**config.mk**
```make
export PLATFORM = sky130hd
export DESIGN_NAME = vga_rom_reader
export DESIGN_NICKNAME = d
export VERILOG_FILES = /design/src/rtl/vga_rom_reader.sv
export SDC_FILE = /design/constraint.sdc
export NUM_CORES = 1
export LEC_CHECK = 0
export ABC_AREA = 1
export CELL_PAD_IN_SITES_DETAIL_PLACEMENT = 0
export CELL_PAD_IN_SITES_GLOBAL_PLACEMENT = 1
export CORE_AREA = 2 2 95 97
export CTS_CLUSTER_SIZE = 28
export DETAILED_ROUTE_END_ITERATION = 12
export DIE_AREA = 0 0 97 99
export HOLD_SLACK_MARGIN = 0.06
export PLACE_DENSITY = 0.95
export SYNTH_ARGS = -nofsm -noshare
export SYNTH_HDL_FRONTEND = slang
export SYNTH_SLANG_ARGS = --single-unit
```
**constraint.sdc**
```tcl
create_clock -name clk -period 3.95 [get_ports clk]
set_input_delay 0.5925 -clock clk [delete_from_list [all_inputs] [get_ports clk]]
set_output_delay 0.5925 -clock clk [all_outputs]
set_load 0.01 [all_outputs]
```
**src/rtl/vga_rom_reader.sv**
```systemverilog
// VGA timing generator and image ROM reader.
// Produces 640x480@60 timing from a divided system clock, addresses an
// 80x60 ROM with 8x nearest-neighbour upscale, and outputs RGB/sync/de
// through a two-stage pipeline so every output refers to the same pixel.
module vga_rom_reader #(
  parameter int CLK_DIV     = 4,
  parameter int H_ACTIVE    = 640,
  parameter int H_FP        = 16,
  parameter int H_SYNC      = 96,
  parameter int H_BP        = 48,
  parameter int V_ACTIVE    = 480,
  parameter int V_FP        = 10,
  parameter int V_SYNC      = 2,
  parameter int V_BP        = 33,
  parameter int IMG_W       = 80,
  parameter int SCALE_SHIFT = 3
) (
  input  logic        clk,
  input  logic        rst,
  output logic [12:0] addr,
  input  logic [23:0] pixel_in,
  output logic [23:0] rgb,
  output logic        hsync,
  output logic        vsync,
  output logic        de,
  output logic        frame_start
);

  localparam int H_TOTAL = H_ACTIVE + H_FP + H_SYNC + H_BP;
  localparam int V_TOTAL = V_ACTIVE + V_FP + V_SYNC + V_BP;
  localparam int HW      = $clog2(H_TOTAL);
  localparam int VW      = $clog2(V_TOTAL);
  localparam int DW      = $clog2(CLK_DIV);

  localparam logic [DW-1:0] DIV_LAST = DW'(CLK_DIV - 1);
  localparam logic [HW-1:0] H_LAST   = HW'(H_TOTAL - 1);
  localparam logic [HW-1:0] H_ACT    = HW'(H_ACTIVE);
  localparam logic [HW-1:0] H_SS     = HW'(H_ACTIVE + H_FP);
  localparam logic [HW-1:0] H_SE     = HW'(H_ACTIVE + H_FP + H_SYNC);
  localparam logic [VW-1:0] V_LAST   = VW'(V_TOTAL - 1);
  localparam logic [VW-1:0] V_ACT    = VW'(V_ACTIVE);
  localparam logic [VW-1:0] V_SS     = VW'(V_ACTIVE + V_FP);
  localparam logic [VW-1:0] V_SE     = VW'(V_ACTIVE + V_FP + V_SYNC);

  logic [DW-1:0] div_cnt;
  logic          pix_en;
  logic [HW-1:0] h_cnt;
  logic [VW-1:0] v_cnt;

  logic          vis0, hs0, vs0, fs0;
  logic [12:0]   row, col, row_base, addr0;

  logic          vis1, hs1, vs1, fs1;

  assign pix_en = (div_cnt == DIV_LAST);

  // Pixel-rate divider: one pix_en pulse every CLK_DIV clocks.
  always_ff @(posedge clk or negedge rst) begin
    if (!rst)        div_cnt <= '0;
    else if (pix_en) div_cnt <= '0;
    else             div_cnt <= div_cnt + 1'b1;
  end

  // Horizontal / vertical position counters, advanced once per pixel.
  always_ff @(posedge clk or negedge rst) begin
    if (!rst) begin
      h_cnt <= '0;
      v_cnt <= '0;
    end else if (pix_en) begin
      if (h_cnt == H_LAST) begin
        h_cnt <= '0;
        v_cnt <= (v_cnt == V_LAST) ? '0 : v_cnt + 1'b1;
      end else begin
        h_cnt <= h_cnt + 1'b1;
      end
    end
  end

  assign vis0 = (h_cnt < H_ACT) && (v_cnt < V_ACT);
  assign hs0  = !((h_cnt >= H_SS) && (h_cnt < H_SE));
  assign vs0  = !((v_cnt >= V_SS) && (v_cnt < V_SE));
  assign fs0  = (h_cnt == '0) && (v_cnt == '0);

  assign row = 13'(v_cnt >> SCALE_SHIFT);
  assign col = 13'(h_cnt >> SCALE_SHIFT);

  // Row base address; the 80-word case is a plain shift-add.
  generate
    if (IMG_W == 80) begin : g_mul80
      assign row_base = (row << 6) + (row << 4);
    end else begin : g_mul
      assign row_base = row * 13'(IMG_W);
    end
  endgenerate

  assign addr0 = vis0 ? (row_base + col) : '0;

  // Stage 1: ROM address plus the sync/visibility flags that travel with it.
  always_ff @(posedge clk or negedge rst) begin
    if (!rst) begin
      addr <= '0;
      vis1 <= 1'b0;
      hs1  <= 1'b1;
      vs1  <= 1'b1;
      fs1  <= 1'b0;
    end else if (pix_en) begin
      addr <= addr0;
      vis1 <= vis0;
      hs1  <= hs0;
      vs1  <= vs0;
      fs1  <= fs0;
    end
  end

  // Stage 2: capture ROM data and emit all outputs together; frame_start
  // is a single-clock pulse rather than a held pixel-rate level.
  always_ff @(posedge clk or negedge rst) begin
    if (!rst) begin
      rgb         <= '0;
      hsync       <= 1'b1;
      vsync       <= 1'b1;
      de          <= 1'b0;
      frame_start <= 1'b0;
    end else begin
      frame_start <= pix_en & fs1;
      if (pix_en) begin
        rgb   <= vis1 ? pixel_in : '0;
        hsync <= hs1;
        vsync <= vs1;
        de    <= vis1;
      end
    end
  end

endmodule

```
# Word-level counts from Yosys, hierarchy flattened
# Index checks and enable logic that the tools add are counted.
# op_classes
n_reduce_logical	9
n_eq_ne	3
add_sub_neg	5
mux	5
bitwise	1
magnitude_cmp	6
# ops
cell	count
$mux 24	1
$add 10x1->10 const B	2
$eq 10x10->1 const B	2
$logic_not 10->1	2
$lt 10x10->1 const B	2
$lt 10x9->1 const B	2
$mux 10	2
$add 13x11->13	1
$add 13x7->13	1
$mux 13	1
$ge 10x10->1 const B	1
$ge 10x9->1 const B	1
$logic_and 1x1->1	4
$add 2x1->2 const B	1
$eq 2x2->1 const B	1
$logic_not 1->1	2
$mux 2	1
$reduce_and 2->1	1
$and 1x1->1	1
# totals
reg_bits	67

# Depth between registers and ports, before layout
# Gate-level depths: netlist of the first run.
# depth
word_depth	3
mapped_depth	11

# Worst setup path before layout of the first run
# Ideal clock, no wire load.
# synth_path
kind	register to register
from	register v_cnt[3]
to	register addr[9]
slack_ns	1.951
setup_ns	0.083
t_arrival_ns	1.917
synth_period_minus_slack_ns	1.999
path_stages_with_launch	10
cell_sequence	dfrtp_1 inv_1 fa_1 inv_1 fa_1 nand3_1 nand3_1 nand2_1 nand2_1 o21ai_0
# synth_via
elab_chain_cells	3
elab_cells_between_ends	5
cone_classes	add/sub: 2; order compare: 1; mux: 1; reduce/logical: 1
# synth_lines
element	line	source
start: declaration	48	logic [VW-1:0] v_cnt;
start signal: assignment	72	v_cnt <= (v_cnt == V_LAST) ? '0 : v_cnt + 1'b1;
$add 13x11->13 or $lt 10x9->1 (tied branches)	90, 79	
$add 13x7->13 or $logic_and 1x1->1 (tied branches)	96, 79	
$mux 13 *	96	assign addr0 = vis0 ? (row_base + col) : '0;
end signal: assignment	107	addr <= addr0;
end: declaration	20	output logic [12:0] addr,
# Mark *: on every way between the ends. The rest lies on a longest branch, timed or not.
# A chain may end at the register's enable or synchronous reset.

# Final worst setup path of the first run
# Ends and elaborated chain as after synthesis.

==> results of run 1 <==
-- layout make-up --
| cell class | count | area [um^2] |
|---|---|---|
| fillers | 833 | 4180 |
| flip-flops and latches | 67 | 1680 |
| clock inverters | 6 | 41.3 |
| well taps | 108 | 135 |
| clock buffers | 10 | 128 |
| multi-input cells | 300 | 1540 |
| repair buffers | 69 | 678 |
| inverters | 44 | 165 |
-- placed cells by master, fill, tap and decap left out --
cell	synthesis	routed
nor2_4	1	1
a22o_1	3	3
dfstp_2	4	4
buf_4	0	3
a21oi_1	5	5
clkbuf_8	0	9
clkinvlp_4	0	3
nor2_1	21	21
nand3_1	55	55
or2_2	1	1
nor4_1	2	2
a31oi_1	1	1
clkbuf_1	5	1
o21ai_0	23	23
nand2_2	1	1
o21ai_1	3	3
nor3_4	1	1
nand2_1	140	140
nand4_1	10	10
xor2_1	3	3
buf_2	8	1
clkdlybuf4s50_1	0	65
xnor2_1	1	1
nor2_2	1	1
ha_1	18	18
fa_1	2	2
clkinv_2	0	2
nor3_1	5	5
dfrtp_1	63	63
inv_2	1	1
nand3_2	1	1
inv_6	0	1
nor3_2	1	1
inv_1	43	43
nand3b_1	1	1
-- power by group --
part / switching, mW / internal (mW) / total, mW
registers: 0.00716 / 0.698 / 0.705
clock network: 0.279 / 0.228 / 0.506
logic: 0.0342 / 0.0477 / 0.0819
total: 0.320 / 0.973 / 1.29
-- through the flow --
stage                     worst slack (ps)  total power [mW]  hold slack [ps]
after detailed placement              1810             0.802              425
final                                 1790              1.29              428
after global placement                1860             0.800              413
after global routing                  1580              1.33              438
after floorplan                       1950             0.734              297
after CTS                             1790              1.30              435
-- registers in the layout, indices dropped and copies added, names as in the netlist, 2 cells and up --
signal	cells
div_cnt	2
h_cnt	10
addr	13
rgb	24
v_cnt	10
-- cell families (layout without fill, tap and decap cells) --
family,Yosys count,in the layout,synth area share (%)
adder cells (fa/ha/maj),20,20,7.66
buffers and inverters,59,129,6.94
AO/OA/AOI/OAI,35,35,5.42
flip-flops,67,67,48.6
AND/OR/NAND/NOR,241,241,30.4
XOR/XNOR,4,4,1.01
-- metal layers --
layer / track usage (%) / vias to the layer above / wire length (um)
li1: - / 1514 / -
met1: 21.6 / 1442 / 3730
met2: 30.6 / 86 / 3850
met3: 3.83 / 13 / 406
met4: 9.10 / 0 / 153
met5: 0 / - / 0
-- worst min path at each step --
stage | start | endpoint | slack (ps) | depth (start not counted)
4_1_cts | div_cnt[0] | div_cnt[0] | 430 | 1
3_3_place_gp | div_cnt[0] | div_cnt[0] | 410 | 1
2_1_floorplan | rst | addr[0] | 300 | 0
6_report | rst | rgb[0] | 430 | 1
3_5_place_dp | div_cnt[0] | div_cnt[0] | 430 | 1
5_1_grt | div_cnt[0] | div_cnt[0] | 440 | 1
==> parameters.txt, run 1 <==
Parameter                              Value

Timing
  Setup repair after global routing missed its margin ... no
  Max Freq ... 0.463 GHz
  Portion of the clock cycle consumed by the worst path in the final layout ... 54.7%
  Aggregate negative setup slack ... 0 ps
  Worst Max-Slew Pin Slew ... 1050 ps
  Total count of hold-check failures in the final report ... 0
  Total of endpoints with negative setup slack in the final report ... 0
  Worst slew margin relative to its limit ... 29.8%
  Maximum clock skew at final layout ... 8.01 ps
  Min cycle time layout ... 2160 ps
  Max-slew violation count ... 0

Setup path
  Data arrival, critical path ... 2430 ps
  CP Buf/Inv Count ... 2
  Critical-path cell with the highest stage delay ... fa_1
  Setup slack of the worst register-to-register path ... 1790 ps
  Crit path launch ... v_cnt[3]
  Data required time at the worst endpoint ... 4220 ps
  Instance count on the critical path ... 9
  End point of the critical path ... addr[9]
  Startpoint type of the worst setup path ... flop
  Worst Reg2Reg Path Length in Cells ... 9
  Endpoint class of the critical path ... flop
  Largest fanout of any net on the critical path ... 7
  Worst r2r src ... v_cnt[3]
  Delay-heaviest family, CP ... adder cells
  Classification of the worst setup path ... flop to flop
  Crit path cell chain ... inv_1, fa_1, inv_1, fa_1, nand3_1, nand3_1, nand2_1, nand2_1, o21ai_0
  Reg2Reg Capture Point ... addr[9]
  CP max stage delay ... 510 ps

Synth
  Async set-reset flop share out of synthesis ... 100%
  Cell types with the largest area share after synthesis ... dfrtp_1 46%, nand2_1 15%, nand3_1 7.9%
  Cell Area, Synth ... 3460 um^2
  Seq/Total Area, Yosys ... 48.6%
  Synth top area share ... 45.5%
  Count of synthesis-stage warnings from yosys ... 0
  Cell variety after synth ... 31
  Cells after Synth ... 426
  Number of enable-type register cells in the synthesized netlist ... 0
  Library cell with the largest summed area after synthesis ... dfrtp_1
  Top flip-flop cell by instance count after synthesis ... dfrtp_1
  Count of state elements after synthesis ... 67
  Most frequently used cell type in the post-synthesis netlist ... nand2_1
  Synthesized netlist net count ... 472
  Most common library cells after synthesis ... 140 x nand2_1, 63 x dfrtp_1, 55 x nand3_1, 43 x inv_1, 23 x o21ai_0
  Mapped Avg Cell Area ... 8.13 um^2

Route
  Via count ... 3055
  Via-to-Cell Ratio ... 5.06
  Final routed DRC violation total ... 0
  Final wirelength ... 8140 um
  Total iterations of the first detailed-routing run ... 4
  Violation count after the first detailed-routing iteration ... 129
  Final antenna-violating net count ... 0
  Wire length per cell ... 13.5 um

Worst hold path
  Hold Crit Class ... primary input to asynchronous set/reset pin

Clocking
  TritonCTS clock tree ... done
  Number of buffers on the longest clock path ... 2
  Clock tree root driver cell ... clkbuf_8
  Clk slew on worst S/H paths ... 80 ps
  Post-CTS Hold Buffers ... 0
  H-tree depth ... 3
  Number of buffers added by the clock tree synthesis step ... 9
  Number of buffers inserted to repair setup after CTS ... 0
  Cts repair resizes ... 0
  Insertion delay of the later-clocked pin in the worst-skew pair ... 350 ps
  TritonCTS Sinks ... 67

Global route
  Gr usage total ... 18.0%
  Initial antenna violation count ... 0
  Number of global-route vias before repair ... 3083
  Wire length of the first global-routing pass ... 14000 um
  Overflow left after global routing ... 0
  Maximum number of pins on one net before global-route repair ... 50

Die
  Initial Utilization ... 40.5%
  Placeable core region ... 8550 um^2
  DIE WIDTH ... 97 um
  Area of the die ... 9600 um^2
  Die height ... 99 um
  Num rows ... 34
  Total I/O pin count ... 67

Outcome
  Status ... completed

Placement
  Hpwl dp ... 5790 um
  Cell count after placement ... 588
  Number of port buffers ... 66
  Area post-placement ... 4200 um^2
  Routability Congestion ... 0.843

Finish
  ANT cells ... 0
  Ratio of cells with drive above 1 in the final layout ... 6.25%
  Final #Nets ... 537
  Post-Route Utilization ... 51.1%
  Area overhead of the layout relative to synthesis ... 26.2%
  Final cell area excluding filler cells ... 4370 um^2
  Post-layout instance count excluding filler cells ... 604

Power and ir drop
  Leakage ... 2.14 nW
  Maximum vdd drop ... 0.143 mV
  Total power density per cell area ... 296 nW/um^2

Job
  Maximum capacitance violations ... 0
Power figures use the tool's default switching activity.
==> inputs of run 2 (changes only) <==
--- a/config.mk
+++ b/config.mk
@@ -8,12 +8,12 @@
 export ABC_AREA = 1
 export CELL_PAD_IN_SITES_DETAIL_PLACEMENT = 0
 export CELL_PAD_IN_SITES_GLOBAL_PLACEMENT = 1
-export CORE_AREA = 2 2 95 97
+export CORE_AREA = 2 2 99 101
 export CTS_CLUSTER_SIZE = 28
 export DETAILED_ROUTE_END_ITERATION = 12
-export DIE_AREA = 0 0 97 99
+export DIE_AREA = 0 0 101 103
 export HOLD_SLACK_MARGIN = 0.06
-export PLACE_DENSITY = 0.95
+export PLACE_DENSITY = 0.89
 export SYNTH_ARGS = -nofsm -noshare
 export SYNTH_HDL_FRONTEND = slang
 export SYNTH_SLANG_ARGS = --single-unit
==> constraint.sdc (replaced) <==
create_clock -name clk -period 2.04 [get_ports clk]
set_input_delay 0.306 -clock clk [delete_from_list [all_inputs] [get_ports clk]]
set_output_delay 0.306 -clock clk [all_outputs]
set_load 0.01 [all_outputs]
==> parameters.txt, run 2 (synthesis gave the netlist of run 1 again) <==
Parameter                              Value

Outcome
  Status ... completed

Finish
  Number of fill cells in the layout ... 901 (+8.2%)
  Top library cells by usage in the layout, fill and taps aside ... 140 x nand2_1, 65 x clkdlybuf4s50_1, 63 x dfrtp_1
  Top Registers ... rgb: 24 flops, addr: 13 flops
  Reg with most FFs ... rgb
  Leading cell type in the layout, fill and taps excluded ... nand2_1
  Ratio of cells with drive above 1 in the final layout ... 9.06% (+2.8 points)
  Final cell area excluding filler cells ... 4570 um^2 (+4.5%)
  Flip-flop count of the largest register after layout ... 24 (unchanged)
  Area overhead of the layout relative to synthesis ... 31.9%
  ANT cells ... 0 (unchanged)
  Post-Route Utilization ... 48.3% (-2.8 points)
  Final #Nets ... 549 (+2.2%)
  Post-layout instance count excluding filler cells ... 622 (+3.0%)

Setup path
  Startpoint type of the worst setup path ... flop
  Classification of the worst setup path ... flop to flop
  Critical-path cell with the highest stage delay ... dfrtp_1
  Endpoint class of the critical path ... flop
  Worst r2r src ... h_cnt[8]
  Largest fanout of any net on the critical path ... 6 (-1)
  Crit path top cell by count ... ha_1
  Data required time at the worst endpoint ... 2310 ps (-1910 ps)
  Crit path cell chain ... ha_1, ha_1, fa_2, buf_4, xnor2_1, o21ai_0
  Delay-heaviest family, CP ... adder cells
  Data arrival, critical path ... 2210 ps (-220 ps)
  Reg2Reg Capture Point ... addr[7]
  Setup slack of the worst register-to-register path ... 100 ps (-1690 ps)
  CP Buf/Inv Count ... 1 (-1)
  CP max stage delay ... 450 ps (-60 ps)
  Worst Reg2Reg Path Length in Cells ... 6 (-3)

Timing
  Worst slew margin relative to its limit ... 46.3% (+17 points)
  Min cycle time layout ... 1940 ps (-220 ps)
  Total of endpoints with negative setup slack in the final report ... 0 (unchanged)
  Max-slew violation count ... 0 (unchanged)
  Maximum clock skew at final layout ... 9.27 ps (+1.26 ps)
  Total count of hold-check failures in the final report ... 0 (unchanged)
  Portion of the clock cycle consumed by the worst path in the final layout ... 95.1% (+40 points)
  Max Freq ... 0.516 GHz (+11%)
  Worst Max-Slew Pin Slew ... 805 ps (-248 ps)

Clocking
  H-tree depth ... 3 (unchanged)
  Clk slew on worst S/H paths ... 70 ps (about the same)
  Insertion delay of the later-clocked pin in the worst-skew pair ... 360 ps (about the same)
  Clock tree root driver cell ... clkbuf_8
  Number of buffers on the longest clock path ... 2 (unchanged)
  Number of buffers added by the clock tree synthesis step ... 9 (unchanged)
  TritonCTS clock tree ... done
  TritonCTS Sinks ... 67 (unchanged)

Worst hold path
  Hold Crit Class ... flop to flop
  Hold Crit Depth ... 1
  Min-Delay Endpoint ... div_cnt[0]
  Startpoint of the tightest hold check path ... div_cnt[0]

Die
  Placeable core region ... 9460 um^2 (+11%)
  Num rows ... 36 (+5.9%)
  Initial Utilization ... 36.6% (-3.9 points)
  Die height ... 103 um (+4.0%)
  Area of the die ... 10400 um^2 (+8.3%)
  Total I/O pin count ... 67 (unchanged)
  DIE WIDTH ... 101 um (+4.1%)

Job
  Maximum capacitance violations ... 0 (unchanged)

Placement
  Hpwl dp ... 5940 um (+2.4%)
  Routability Congestion ... 0.821 (-2.6%)
  Cell count after placement ... 604 (+2.7%)
  Number of port buffers ... 66 (unchanged)
  Area post-placement ... 4300 um^2 (+2.3%)

Global route
  Initial antenna violation count ... 0 (unchanged)
  Wire length of the first global-routing pass ... 13600 um (-2.9%)
  Maximum number of pins on one net before global-route repair ... 68 (+36%)
  Overflow left after global routing ... 0 (unchanged)
  Number of global-route vias before repair ... 2890 (-6.3%)
  Gr usage total ... 16.7% (-1.3 points)

Route
  Final antenna-violating net count ... 0 (unchanged)
  Via count ... 3069 (+0.46%)
  Total iterations of the first detailed-routing run ... 5 (+1)
  Final routed DRC violation total ... 0 (unchanged)
  Final wirelength ... 8300 um (+1.9%)
  Violation count after the first detailed-routing iteration ... 165 (+28%)
  Via-to-Cell Ratio ... 4.93 (-2.4%)
  Wire length per cell ... 13.3 um (-1.0%)

Power and ir drop
  Leakage ... 2.25 nW (+4.9%)
  Total power density per cell area ... 631 nW/um^2 (+110%)
  Maximum vdd drop ... 0.320 mV (+120%)
run 2: cell types whose count changed in the layout (fill, tap and decap cells not counted), moves of 2 or more:
cell,previous run,this run
buf_4,3,13
clkinv_2,2,0
bufinv_16,0,3
o21ai_0,23,21
o21ai_1,3,5
run 2: layout make-up:
class,count,area (um^2),area share [%]
flip-flops and latches,67,1680,36.8
multi-input cells,300,1550,34.0
repair buffers,81,783,17.2
inverters,44,165,3.62
well taps,114,143,3.12
clock buffers,10,128,2.79
clock inverters,6,114,2.49
run 2: worst register-to-register path, delay by kind of cell (launching register included):
| kind | cells | cell delay (ps) |
|---|---|---|
| AO/OA/AOI/OAI | 1 | 180 |
| XOR/XNOR | 1 | 120 |
| adder cells (fa/ha/maj) | 3 | 950 |
| buffers and inverters | 1 | 150 |
| flip-flops | 1 | 450 |
run 2: power breakdown:
| part | internal, mW | leakage (nW) | switching [mW] |
|---|---|---|---|
| registers | 1.35 | 0.837 | 0.0125 |
| logic | 0.0965 | 1.30 | 0.0659 |
| clock network | 0.814 | 0.113 | 0.543 |
| total | 2.26 | 2.25 | 0.621 |
run 2: per-layer routing:
metal | part of all wire, % | vias up | GRT usage [%] | wire (um)
li1 | - | 1538 | - | -
met1 | 45 | 1428 | 20.7 | 3730
met2 | 47 | 89 | 27.7 | 3920
met3 | 5.6 | 14 | 3.66 | 461
met4 | 2.3 | 0 | 7.80 | 187
met5 | 0 | - | 0 | 0
run 2: how the worst max path moves through the flow:
stage          startpoint       end  slack [ps]  depth (start not counted)
2_1_floorplan    v_cnt[3]   addr[9]          40                          9
3_3_place_gp     h_cnt[9]   addr[9]          50                          9
3_5_place_dp     h_cnt[9]   addr[9]          20                          9
4_1_cts          h_cnt[9]   addr[9]          70                          9
5_1_grt          h_cnt[9]  addr[12]          -8                         10
6_report         h_cnt[8]   addr[7]         100                          6
run 2: what timing repair did:
item                       in CTS  in global routing
gates resized for setup         1                  5
hold buffers                    1                  0
hold endpoints to repair       63                  0
setup endpoints to repair       1                  2
buffers inserted                0                  1
gates cloned                    0                  0
pin swaps                       0                  2
run 2: stage by stage:
stage | hold slack, ps | setup slack (ps) | setup TNS [ps] | power [mW]
6_report | 431 | 101 | 0 | 2.88
5_1_grt | 465 | -8.43 | -8.43 | 2.98
3_3_place_gp | 356 | 46.9 | 0 | 1.55
3_5_place_dp | 357 | 15.2 | 0 | 1.55
4_1_cts | 435 | 67.0 | 0 | 2.91
2_1_floorplan | 10.4 | 40.8 | 0 | 1.42
==> inputs of run 3 (changes only) <==
--- a/config.mk
+++ b/config.mk
@@ -13,7 +13,8 @@
 export DETAILED_ROUTE_END_ITERATION = 12
 export DIE_AREA = 0 0 101 103
 export HOLD_SLACK_MARGIN = 0.06
-export PLACE_DENSITY = 0.89
+export PLACE_DENSITY = 0.85
 export SYNTH_ARGS = -nofsm -noshare
 export SYNTH_HDL_FRONTEND = slang
 export SYNTH_SLANG_ARGS = --single-unit
+export TNS_END_PERCENT = 30
==> parameters.txt, run 3 (synthesis gave the netlist of run 1 again) <==
Parameter                              Value

Setup path
  Startpoint type of the worst setup path ... flop
  CP max stage delay ... 530 ps (+80 ps)
  Setup slack of the worst register-to-register path ... 150 ps (+50 ps)
  Endpoint class of the critical path ... flop
  Largest fanout of any net on the critical path ... 3 (-3)
  Reg2Reg Capture Point ... addr[9]
  Worst Reg2Reg Path Length in Cells ... 9 (+3)
  Crit path cell chain ... inv_1, fa_1, inv_1, fa_2, nand3_1, nand3_1, nand2_1, nand2_1, o21ai_1
  Data arrival, critical path ... 2180 ps (-30 ps)
  Critical-path cell with the highest stage delay ... fa_1
  Worst r2r src ... h_cnt[9]
  Classification of the worst setup path ... flop to flop
  Data required time at the worst endpoint ... 2320 ps (about the same)

Die
  Die height ... 103 um (unchanged)
  Num rows ... 36 (unchanged)
  Placeable core region ... 9460 um^2 (unchanged)
  DIE WIDTH ... 101 um (unchanged)
  Area of the die ... 10400 um^2 (unchanged)
  Total I/O pin count ... 67 (unchanged)
  Initial Utilization ... 36.6% (unchanged)

Power and ir drop
  Maximum vdd drop ... 0.390 mV (+22%)
  Leakage ... 2.25 nW (about the same)
  Total chip power ... 2.81 mW (-2.4%)
  Total power density per cell area ... 617 nW/um^2 (-2.3%)

Worst hold path
  Min-Delay Endpoint ... div_cnt[0]
  Startpoint of the tightest hold check path ... div_cnt[0]
  Hold Crit Class ... flop to flop
  Hold Crit Depth ... 1 (unchanged)

Route
  Wire length per cell ... 12.9 um (-3.2%)
  Final wirelength ... 8050 um (-3.0%)
  Final routed DRC violation total ... 0 (unchanged)
  Total iterations of the first detailed-routing run ... 4 (-1)
  Violation count after the first detailed-routing iteration ... 140 (-15%)
  Via-to-Cell Ratio ... 4.85 (-1.6%)
  Via count ... 3024 (-1.5%)
  Final antenna-violating net count ... 0 (unchanged)

Finish
  Leading cell type in the layout, fill and taps excluded ... nand2_1
  Final #Nets ... 550 (+0.18%)
  Top library cells by usage in the layout, fill and taps aside ... 140 x nand2_1, 65 x clkdlybuf4s50_1, 63 x dfrtp_1
  Top Registers ... rgb: 24 flops, addr: 13 flops
  Post-layout instance count excluding filler cells ... 623 (+0.16%)
  Flip-flop count of the largest register after layout ... 24 (unchanged)
  Reg with most FFs ... rgb
  Area overhead of the layout relative to synthesis ... 31.8% (about the same)
  Ratio of cells with drive above 1 in the final layout ... 9.43% (+0.38 points)
  ANT cells ... 0 (unchanged)
  Final cell area excluding filler cells ... 4570 um^2 (about the same)
  Number of fill cells in the layout ... 931 (+3.3%)

Clocking
  TritonCTS Sinks ... 67 (unchanged)
  H-tree depth ... 3 (unchanged)
  Clk slew on worst S/H paths ... 90 ps (+20 ps)
  Insertion delay of the later-clocked pin in the worst-skew pair ... 360 ps (about the same)
  Number of buffers on the longest clock path ... 2 (unchanged)
  TritonCTS clock tree ... done
  Number of buffers added by the clock tree synthesis step ... 9 (unchanged)
  Clock tree root driver cell ... clkbuf_8

Placement
  Area post-placement ... 4310 um^2 (+0.35%)
  Hpwl dp ... 5860 um (-1.2%)
  Cell count after placement ... 606 (+0.33%)
  Routability Congestion ... 0.876 (+6.8%)
  Number of port buffers ... 66 (unchanged)

Timing
  Worst Max-Slew Pin Slew ... 799 ps (-6.57 ps)
  Min cycle time layout ... 1890 ps (-45.7 ps)
  Portion of the clock cycle consumed by the worst path in the final layout ... 92.8% (-2.2 points)
  Max Freq ... 0.528 GHz (+2.4%)
  Total of endpoints with negative setup slack in the final report ... 0 (unchanged)
  Maximum clock skew at final layout ... 13.4 ps (+4.08 ps)
  Aggregate negative setup slack ... 0 ps (unchanged)
  Worst slew margin relative to its limit ... 46.8% (+0.44 points)
  Max-slew violation count ... 0 (unchanged)
  Total count of hold-check failures in the final report ... 0 (unchanged)
  Setup repair after global routing missed its margin ... no

Global route
  Number of global-route vias before repair ... 2857 (-1.1%)
  Overflow left after global routing ... 0 (unchanged)
  Initial antenna violation count ... 0 (unchanged)
  Gr usage total ... 16.2% (-0.44 points)
  Wire length of the first global-routing pass ... 13200 um (-3.3%)
  Maximum number of pins on one net before global-route repair ... 68 (unchanged)

Outcome
  Status ... completed

Job
  Maximum capacitance violations ... 0 (unchanged)
-- run 3: cell count changes in the layout (fill, tap and decap cells not counted), sizes merged --
cell	change
bufinv	-1
inv	+4
clkinvlp	-1
clkbuf	-1
clkinv	-1
buf	+1
-- run 3: timing repair --
action	in CTS	in global routing
resized for setup	0	6
buffers inserted	0	0
hold buffers	1	0
endpoints found under the hold margin	63	0
endpoints found under the setup margin	0	7
-- run 3: power breakdown --
group	switching [mW]	internal [mW]	total (mW)
Clock	0.578	0.709	1.29
Combinational	0.0669	0.0966	0.163
Sequential	0.0122	1.35	1.36
Total	0.658	2.16	2.81
-- run 3: how the worst max path moves through the flow --
stage / startpoint / to / depth (start not counted) / slack (ps)
finish: h_cnt[9] / addr[9] / 9 / 150
global route: h_cnt[9] / addr[12] / 10 / 30
CTS: h_cnt[9] / addr[9] / 9 / 10
detailed placement: h_cnt[9] / addr[9] / 9 / 20
global placement: h_cnt[9] / addr[9] / 9 / 50
floorplan: v_cnt[3] / addr[9] / 9 / 40
-- run 3: layout make-up --
cell class                      instances  area (um^2)  area share, %
Clock inverter                          7          105           2.30
Tap cell                              114          143           3.12
Multi-Input combinational cell        300         1560           34.1
Sequential cell                        67         1680           36.8
Inverter                               44          165           3.62
Clock buffer                            9          124           2.71
Timing Repair Buffer                   82          791           17.3
-- run 3: through the flow --
stage	setup slack (ps)	hold WS, ps	utilization, %
floorplan	40.8	10.4	-
global placement	54.3	355	45.6
detailed placement	22.6	357	45.6
CTS	12.3	438	48.1
global route	33.1	479	48.3
finish	147	438	48.3
-- run 3: routing by layer --
layer	GRT usage [%]	wire length [um]
met1	21.1	3850
met2	25.8	3640
met3	2.92	389
met4	8.94	167
met5	0	0
-- run 3: critical path: cells and delay by family (launching register included) --
kind	cells	cell delay (ps)
adders and majority gates	2	920
DFF	1	350
and+or+nand+nor	4	300
buffers and inverters	2	140
AOI/OAI and AO/OA	1	120
